### src/rtl/ifu_pfq_pkg.sv
// Shared fetch-stage types and constants for the prefetching instruction-fetch unit.
package ifu_pfq_pkg;

  localparam int          XLEN    = 32;
  localparam logic [31:0] NOP_INS = 32'h0000_0013;

  typedef struct packed {
    logic [XLEN-1:0] pc;
    logic [31:0]     ins;
  } fetch_entry_t;

endpackage

### src/rtl/ifu_fifo.sv
// Synchronous FIFO holding fetched {pc,ins} entries; clear wins over push/pop.
module ifu_fifo #(
  parameter  int W     = 64,
  parameter  int DEPTH = 4,
  localparam int AW    = $clog2(DEPTH),
  localparam int CW    = $clog2(DEPTH + 1)
) (
  input  logic          clk,
  input  logic          rst,
  input  logic          clear,
  input  logic          push,
  input  logic [W-1:0]  din,
  input  logic          pop,
  output logic [W-1:0]  dout,
  output logic [CW-1:0] count,
  output logic          full,
  output logic          empty
);

  logic [W-1:0]  mem_q [DEPTH];
  logic [W-1:0]  mem_d [DEPTH];
  logic [AW-1:0] wr_q, wr_d, rd_q, rd_d;
  logic [CW-1:0] cnt_q, cnt_d;

  always_comb begin
    mem_d = mem_q;
    wr_d  = wr_q;
    rd_d  = rd_q;
    cnt_d = cnt_q;
    if (clear) begin
      wr_d  = '0;
      rd_d  = '0;
      cnt_d = '0;
    end else begin
      if (push) begin
        mem_d[wr_q] = din;
        wr_d        = wr_q + AW'(1);
      end
      if (pop) begin
        rd_d = rd_q + AW'(1);
      end
      cnt_d = cnt_q + CW'(push) - CW'(pop);
    end
  end

  always_ff @(posedge clk or posedge rst) begin
    if (rst) begin
      mem_q <= '{default: '0};
      wr_q  <= '0;
      rd_q  <= '0;
      cnt_q <= '0;
    end else begin
      mem_q <= mem_d;
      wr_q  <= wr_d;
      rd_q  <= rd_d;
      cnt_q <= cnt_d;
    end
  end

  assign dout  = mem_q[rd_q];
  assign count = cnt_q;
  assign full  = (cnt_q == CW'(DEPTH));
  assign empty = (cnt_q == CW'(0));

  ifu_fifo_chk u_chk (
    .clk   (clk),
    .rst   (rst),
    .clear (clear),
    .push  (push),
    .pop   (pop),
    .full  (full)
  );

endmodule

// Overflow guard: the issue logic must never let a write land on a full queue.
module ifu_fifo_chk (
  input logic clk,
  input logic rst,
  input logic clear,
  input logic push,
  input logic pop,
  input logic full
);

  a_no_overflow: assert property (@(posedge clk) disable iff (rst)
    !(push && full && !pop && !clear));

endmodule

### src/rtl/ifu_pfq.sv
// Instruction-fetch unit: streams sequential SRAM reads into a prefetch queue,
// with same-cycle branch redirect that kills queued and in-flight fetches.
module ifu_pfq
  import ifu_pfq_pkg::*;
#(
  parameter int              PC_W     = 32,
  parameter int              IA_W     = 16,
  parameter int              DEPTH    = 4,
  parameter logic [PC_W-1:0] RESET_PC = '0
) (
  input  logic            clk,
  input  logic            rst,
  input  logic            flush,
  input  logic [PC_W-1:0] br_adr,
  output logic [IA_W-1:0] ins_a,
  output logic            ins_e,
  input  logic [31:0]     ins,
  output logic            ifu_vld,
  input  logic            ifu_rdy,
  output logic [PC_W-1:0] ifu_pc,
  output logic [31:0]     ifu_ins
);

  localparam int CW = $clog2(DEPTH + 1);
  localparam int EW = PC_W + 32;

  logic [PC_W-1:0] fpc_q, fpc_d;
  logic            infl_q, infl_d;
  logic [PC_W-1:0] infl_pc_q, infl_pc_d;

  logic [PC_W-1:0] flush_pc;
  logic [CW:0]     occ;
  logic            pop, push, issue;
  logic [EW-1:0]   head;
  logic [CW-1:0]   count;
  logic            full_s, empty_s;
  logic            unused_bits;

  assign flush_pc    = {br_adr[PC_W-1:2], 2'b00};
  assign unused_bits = ^{br_adr[1:0], full_s};

  // Occupancy after this edge must leave room for the read issued now.
  always_comb begin
    ifu_vld   = ~empty_s;
    pop       = ifu_vld & ifu_rdy & ~flush;
    push      = infl_q & ~flush;
    occ       = {1'b0, count} + (CW+1)'(infl_q) - (CW+1)'(pop);
    issue     = ~rst & (flush | (occ < (CW+1)'(DEPTH)));
    ins_e     = issue;
    fpc_d     = fpc_q;
    infl_d    = issue;
    infl_pc_d = infl_pc_q;
    if (flush) begin
      ins_a     = flush_pc[IA_W+1:2];
      fpc_d     = flush_pc + PC_W'(4);
      infl_pc_d = flush_pc;
    end else if (issue) begin
      ins_a     = fpc_q[IA_W+1:2];
      fpc_d     = fpc_q + PC_W'(4);
      infl_pc_d = fpc_q;
    end else begin
      ins_a     = fpc_q[IA_W+1:2];
    end
    if (ifu_vld) begin
      ifu_pc  = head[EW-1:32];
      ifu_ins = head[31:0];
    end else begin
      ifu_pc  = '0;
      ifu_ins = NOP_INS;
    end
  end

  always_ff @(posedge clk or posedge rst) begin
    if (rst) begin
      fpc_q     <= RESET_PC;
      infl_q    <= 1'b0;
      infl_pc_q <= '0;
    end else begin
      fpc_q     <= fpc_d;
      infl_q    <= infl_d;
      infl_pc_q <= infl_pc_d;
    end
  end

  ifu_fifo #(
    .W     (EW),
    .DEPTH (DEPTH)
  ) u_fifo (
    .clk   (clk),
    .rst   (rst),
    .clear (flush),
    .push  (push),
    .din   ({infl_pc_q, ins}),
    .pop   (pop),
    .dout  (head),
    .count (count),
    .full  (full_s),
    .empty (empty_s)
  );

endmodule

### config.mk
export PLATFORM = sky130hd
export DESIGN_NAME = ifu_pfq
export DESIGN_NICKNAME = d
export VERILOG_FILES = /design/src/rtl/ifu_pfq_pkg.sv /design/src/rtl/ifu_fifo.sv /design/src/rtl/ifu_pfq.sv
export SDC_FILE = /design/constraint.sdc
export NUM_CORES = 1
export LEC_CHECK = 0
export CORE_MARGIN = 5
export CORE_UTILIZATION = 30
export CTS_CLUSTER_SIZE = 20
export DETAILED_ROUTE_END_ITERATION = 10
export SLEW_MARGIN = 30
export SYNTH_ARGS = -nofsm -noshare
export SYNTH_HDL_FRONTEND = slang
export SYNTH_HIERARCHICAL = 1
export SYNTH_SLANG_ARGS = --single-unit
### constraint.sdc
create_clock -name clk -period 9.3 [get_ports clk]
set_input_delay 1.395 -clock clk [delete_from_list [all_inputs] [get_ports clk]]
set_output_delay 1.395 -clock clk [all_outputs]
set_load 0.02 [all_outputs]
==> run summary, run 1 <==
Max FO, Critical Path: 5
Hold path start: fpc_q[10]
# fillers: 5,444
Clk sinks: 324
Cells after DPL: 1,988
CP max stage cell: clkdlybuf4s50_1
Drt wl/cell: 19.3 µm
Hold crit path type: reg2reg
RSZ-0062 raised after global routing: no
H-tree levels: 2
Worst-skew pair later-pin latency: 570 ps
CTS buffer count: 40
Fmax: 0.165 GHz
Die H: 248 µm
Critical Path RT: 7910 ps
Largest net degree at the start of global routing: 111
R2r setup slk: 5440 ps
Global-route wire length before repair: 62,500 µm
Pleak: 9.25 nW
Total Neg Setup Slack: 0 ps
Syn Inst Count: 1,152
R2R Path End: infl_pc_q[3]
Tightest Pin Transition: 965 ps
Max rail drop VDD: 0.151 mV
Clock-pin slew on the worst setup and hold paths: 60 ps
Vias: 9,626
Yosys warning total: 6
CTS resizes: 0
Layout cell share with drive strength beyond 1: 33.6%
Mapped Avg Cell Area: 14.7 µm²
Longest Clk Path Bufs: 3
GR Util All Layers: 12.9%
Area Growth Syn to Fin: 18.7%
Utilization after layout: 35.8%
Slew headroom: 35.6%
DP HPWL: 24,300 µm
IO Count: 150
Hold depth: 2
CP Data Arrival Time: 4670 ps
Layout Cells excl Fill: 2,061
Initial antenna violation count: 0
Crit Path Class: in2out
CTS root buffer: clkbuf_16
Max_cap viols: 0
Core area: 56,200 µm²
I/O Buffers: 147
Cell Area, Synth: 16,900 µm²
Starting Density: 30.1%
FF-to-FF path depth: 11
Hold Worst Slack: 482 ps
CTS tree: done
Power density over the cells: 299 nW/µm²
# setup viols final: 0
Die area: 61,300 µm²
Crit path cell chain: clkdlybuf4s50_1, nor3b_1, ha_1, inv_1, ha_1, and3b_1, or4_4, nand3b_1, and2_1, clkdlybuf4s50_1
Total gr overflow: 0
Max Slew Vio Count: 0
R2R Path Start: u_fifo/count[1]
Final-report hold violation count: 0
ANT nets after route: 0
Hold-critical path endpoint: fpc_q[10]
Die X: 248 µm
Critical Path Sink Type: output pin
Layout net count: 1,353
Post-CTS Setup Inserts: 0
Slowest cell delay on critical path: 630 ps
Final min period: 6070 ps
Vias in the first global route: 10,450
RD Place Congestion: 0.772
Clock Skews: 27.5 ps
Vias/cell: 4.67
Standard-cell rows: 87
Outcome: finished clean
Setup WS pre-CTS: 3210 ps
Residual DRC: 0
DRT Wirelength: 39,700 µm
Antenna cells: 0
Worst setup SP type: input pin
Post-route clock period utilization: 65.2%
# hold bufs at CTS: 0
Setup WS post-layout: 3230 ps
Initial DRC count: 404
Drt pass-1 iters: 6
-- flip-flops by register name (all words and copies together) (netlist names) --
register	count
infl_pc_q	30
u_fifo/rd_q	2
infl_q	1
u_fifo/mem_q	256
u_fifo/wr_q	2
u_fifo/count	3
fpc_q	30
-- layer usage --
layer  global-route usage, %  part of all wire (%)
met1                    18.3                    48
met3                    2.81                   4.3
met2                    20.4                    46
met4                    3.13                   2.0
met5                       0                     0
-- critical path, delay by kind of cell --
family | cells | cell delay [ps]
adders and majority gates | 2 | 500
buffers and inverters | 3 | 1190
and+or+nand+nor | 5 | 1570
-- stage by stage --
step	area, µm²	total power [mW]
after floorplan	17000	3.64
after global placement	18600	4.33
after detailed placement	18600	4.38
after CTS	20100	6.12
after global routing	20100	6.36
final	20100	6.01
-- worst max-delay path by stage --
stage	start	to	cells after the start
after floorplan	rst	u_fifo/count[0]	1
after global placement	ifu_rdy	ins_e	10
after detailed placement	ifu_rdy	ins_e	10
after CTS	ifu_rdy	ins_e	10
after global routing	ifu_rdy	ins_e	10
final	ifu_rdy	ins_e	10
-- cell usage in the layout, fill, tap and decap left out, drive strengths merged, types with 3 or more instances in the layout --
master         instances
clkbuf                50
clkinv                13
mux2                 258
nand3b                11
nand4                 11
dfrtp                324
mux4                  64
mux2i                 38
nand3                 16
conb                   8
nand4b                 7
a21oi                 34
nand2b                 4
xnor2                 38
or2                    3
nor2                  49
nor3b                  5
nor2b                 63
buf                   15
o21ai                 21
inv                   29
ha                    10
o22ai                  3
nand2                 39
nor3                   7
bufinv                 6
and2                   3
clkinvlp               4
clkdlybuf4s50        146
-- final cells by class --
cell class              count  area, µm²  area share, %
clock buffers              50       1110           5.52
multi-input cells         718       7870           39.2
well taps                 756        946           4.71
clock inverters            23        340           1.69
flip-flops and latches    324       8120           40.4
inverters                  29        116          0.579
repair buffers            161       1600           7.97
-- report_power, final --
part / leakage (nW) / internal (mW) / switching (mW)
Combinational: 4.39 / 1.22 / 0.932
Sequential: 4.16 / 1.85 / 0.336
Clock: 0.701 / 1.02 / 0.655
No activity file was read; power rests on OpenSTA's default activity.
==> run 2: changes to the inputs <==
==> constraint.sdc (replaced) <==
create_clock -name clk -period 5 [get_ports clk]
set_input_delay 0.75 -clock clk [delete_from_list [all_inputs] [get_ports clk]]
set_output_delay 0.75 -clock clk [all_outputs]
set_load 0.02 [all_outputs]
==> run summary, run 2 (synthesis gave the netlist of run 1 again) <==
DP HPWL: 25,800 µm (was 24,300 µm)
Outcome: finished clean (unchanged)
DRT Wirelength: 39,800 µm (was 39,700 µm)
Max_cap viols: 0 (unchanged)
CTS root buffer: clkbuf_16 (unchanged)
# fillers: 5,400 (was 5,444)
Clock-pin slew on the worst setup and hold paths: 50 ps (was 60 ps)
Cell-internal power: 7.40 mW (was 4.09 mW)
I/O Buffers: 147 (unchanged)
Commonest non-fill, non-tap cell in the layout: dfrtp_1 (unchanged)
Largest net degree at the start of global routing: 85 (was 111)
Multi-input combinational cell area: 7870 µm² (about the same)
CP Data Arrival Time: 3750 ps (was 4670 ps)
Area Growth Syn to Fin: 19.1% (was 18.7%)
CP Buf/Inv Count: 3 (unchanged)
WP depth: 10 (unchanged)
CTS buffer count: 41 (was 40)
ANT nets after route: 0 (unchanged)
FF-to-FF path depth: 10 (was 11)
Setup WS post-layout: 505 ps (was 3230 ps)
Crit path cell chain: clkdlybuf4s50_1, nor3b_1, ha_1, inv_1, ha_1, and3b_1, or4_4, nand3b_1, and2_1, clkdlybuf4s50_1 (unchanged)
Reg area: 8120 µm² (unchanged)
RD Place Congestion: 0.786 (was 0.772)
Layout net count: 1,368 (was 1,353)
Longest Clk Path Bufs: 3 (unchanged)
Global-route wire length before repair: 62,300 µm (was 62,500 µm)
GR Util All Layers: 12.9% (about the same)
Clock Skews: 29.0 ps (was 27.5 ps)
Max Slew Vio Count: 0 (unchanged)
Post-route cell area: 20,200 µm² (was 20,100 µm²)
Total Neg Setup Slack: 0 ps (unchanged)
H-tree levels: 2 (unchanged)
Flip-flop count of the largest register after layout: 256 (unchanged)
Post-route clock period utilization: 89.9%
Setup WS pre-CTS: 443 ps (was 3210 ps)
Commonest cells after routing, fill and taps aside: dfrtp_1 (322), mux2_4 (205), clkdlybuf4s50_1 (146) (unchanged)
Final min period: 4500 ps
Starting Density: 30.1% (unchanged)
Worst-skew pair later-pin latency: 570 ps (about the same)
Hold depth: 2 (unchanged)
Sw Share: 32.5% (was 32.0%)
Pwr Total: 11.0 mW (was 6.01 mW)
Max FO, Critical Path: 3 (was 5)
# setup viols final: 0 (unchanged)
Worst path top cell family by delay: simple AND/OR/NAND/NOR gates (unchanged)
# hold bufs at CTS: 0 (unchanged)
Gate power share: 36.8% (was 35.8%)
Total gr overflow: 0 (unchanged)
Pleak: 9.28 nW (was 9.25 nW)
Post-CTS Setup Inserts: 0 (unchanged)
Critical Path RT: 4250 ps (was 7910 ps)
Vias in the first global route: 10,449 (was 10,450)
Tightest Pin Transition: 963 ps (was 965 ps)
Critical Path Sink Type: output pin (unchanged)
RSZ-0062 raised after global routing: no (unchanged)
Die H: 248 µm (unchanged)
Final-report hold violation count: 0 (unchanged)
Clk sinks: 324 (unchanged)
Seq pwr share: 37.2% (was 36.3%)
CTS resizes: 0 (unchanged)
Initial DRC count: 408 (was 404)
Die area: 61,300 µm² (unchanged)
Power density over the cells: 543 nW/µm² (was 299 nW/µm²)
Standard-cell rows: 87 (unchanged)
Hold crit path type: reg2reg (unchanged)
Initial antenna violation count: 0 (unchanged)
Clock Power Share: 26.0% (was 27.9%)
CTS tree: done (unchanged)
Crit Path Class: in2out (unchanged)
Reg with most FFs: u_fifo/mem_q (unchanged)
Slew headroom: 35.8% (was 35.6%)
Slowest cell delay on critical path: 620 ps (was 630 ps)
Sw power: 3.55 mW (was 1.92 mW)
Vias/cell: 4.67 (about the same)
DP Area: 18,800 µm² (was 18,600 µm²)
Max rail drop VDD: 0.361 mV (was 0.151 mV)
Die X: 248 µm (unchanged)
Worst setup SP type: input pin (unchanged)
Residual DRC: 0 (unchanged)
Top Registers: u_fifo/mem_q: 256 flops, fpc_q: 30 flops, infl_pc_q: 30 flops (unchanged)
CP max stage cell: clkdlybuf4s50_1 (unchanged)
IO Count: 150 (unchanged)
Antenna cells: 0 (unchanged)
Drt wl/cell: 19.2 µm (was 19.3 µm)
Layout cell share with drive strength beyond 1: 33.6% (about the same)
Drt pass-1 iters: 4 (was 6)
Vias: 9,684 (was 9,626)
Fmax: 0.222 GHz
Core area: 56,200 µm² (unchanged)
run 2: cell count changes in the layout (fill, tap and decap cells not counted), sizes merged:
cell / change
buf: +14
clkbuf: +10
bufinv: -6
clkinv: -6
run 2: area by class of cell:
cell class                 instances  share of cell area [%]
multi-input combinational        718                    39.0
timing repair buffer             175                    8.89
tap                              756                    4.69
sequential                       324                    40.3
inverter                          29                   0.559
clock inverter                    11                   0.615
clock buffer                      60                    5.94
run 2: final timing paths:
kind                                  from                end  slack (ps)
setup / recovery                   ifu_rdy              ins_e         500
hold / removal                   fpc_q[10]          fpc_q[10]         480
setup reg to reg           u_fifo/count[1]           fpc_q[6]        1650
hold reg to reg                  fpc_q[10]          fpc_q[10]         480
max in group asynchronous              rst  u_fifo/mem_q[223]        3280
min in group asynchronous              rst  u_fifo/mem_q[242]         870
run 2: layer usage:
metal	part of all wire (%)	wire (µm)	global-route usage, %	vias to the layer above
met5	0	0	0	-
met4	1.7	692	3.04	0
met3	5.1	2020	2.89	51
met2	46	18300	20.3	190
met1	47	18700	18.1	5084
li1	-	-	-	4359
run 2: stage by stage:
step	std cells	hold slack [ps]	utilization, %
after floorplan	1159	449	-
after global placement	2002	467	33.5
after detailed placement	2002	479	33.5
after CTS	2073	492	35.9
after global routing	2073	500	35.9
final	2073	484	35.9
run 2: power by group through the flow:
stage          clock network (mW)  logic, mW  registers, mW
5_1_grt                      3.07       4.32           4.19
4_1_cts                      2.97       4.09           4.08
3_3_place_gp                    0       4.02           4.06
2_1_floorplan                   0       2.93           3.85
3_5_place_dp                    0       4.08           4.11
6_report                     2.85       4.03           4.08
run 2: worst reg2reg max path: cells and delay by family (launching register included):
family	cells	cell delay (ps)
fa+ha+maj	2	460
flops	1	460
buf+inv	1	50
simple gates	5	1420
compound gates	2	900
==> run 3: changes to the inputs <==
--- a/config.mk
+++ b/config.mk
@@ -9,6 +9,7 @@
 export CORE_UTILIZATION = 30
 export CTS_CLUSTER_SIZE = 20
 export DETAILED_ROUTE_END_ITERATION = 10
+export HOLD_SLACK_MARGIN = 0.12
 export SLEW_MARGIN = 30
 export SYNTH_ARGS = -nofsm -noshare
 export SYNTH_HDL_FRONTEND = slang
==> results of run 3 <==
Same layout as run 2: the final DEF is identical, and so are final timing and power.
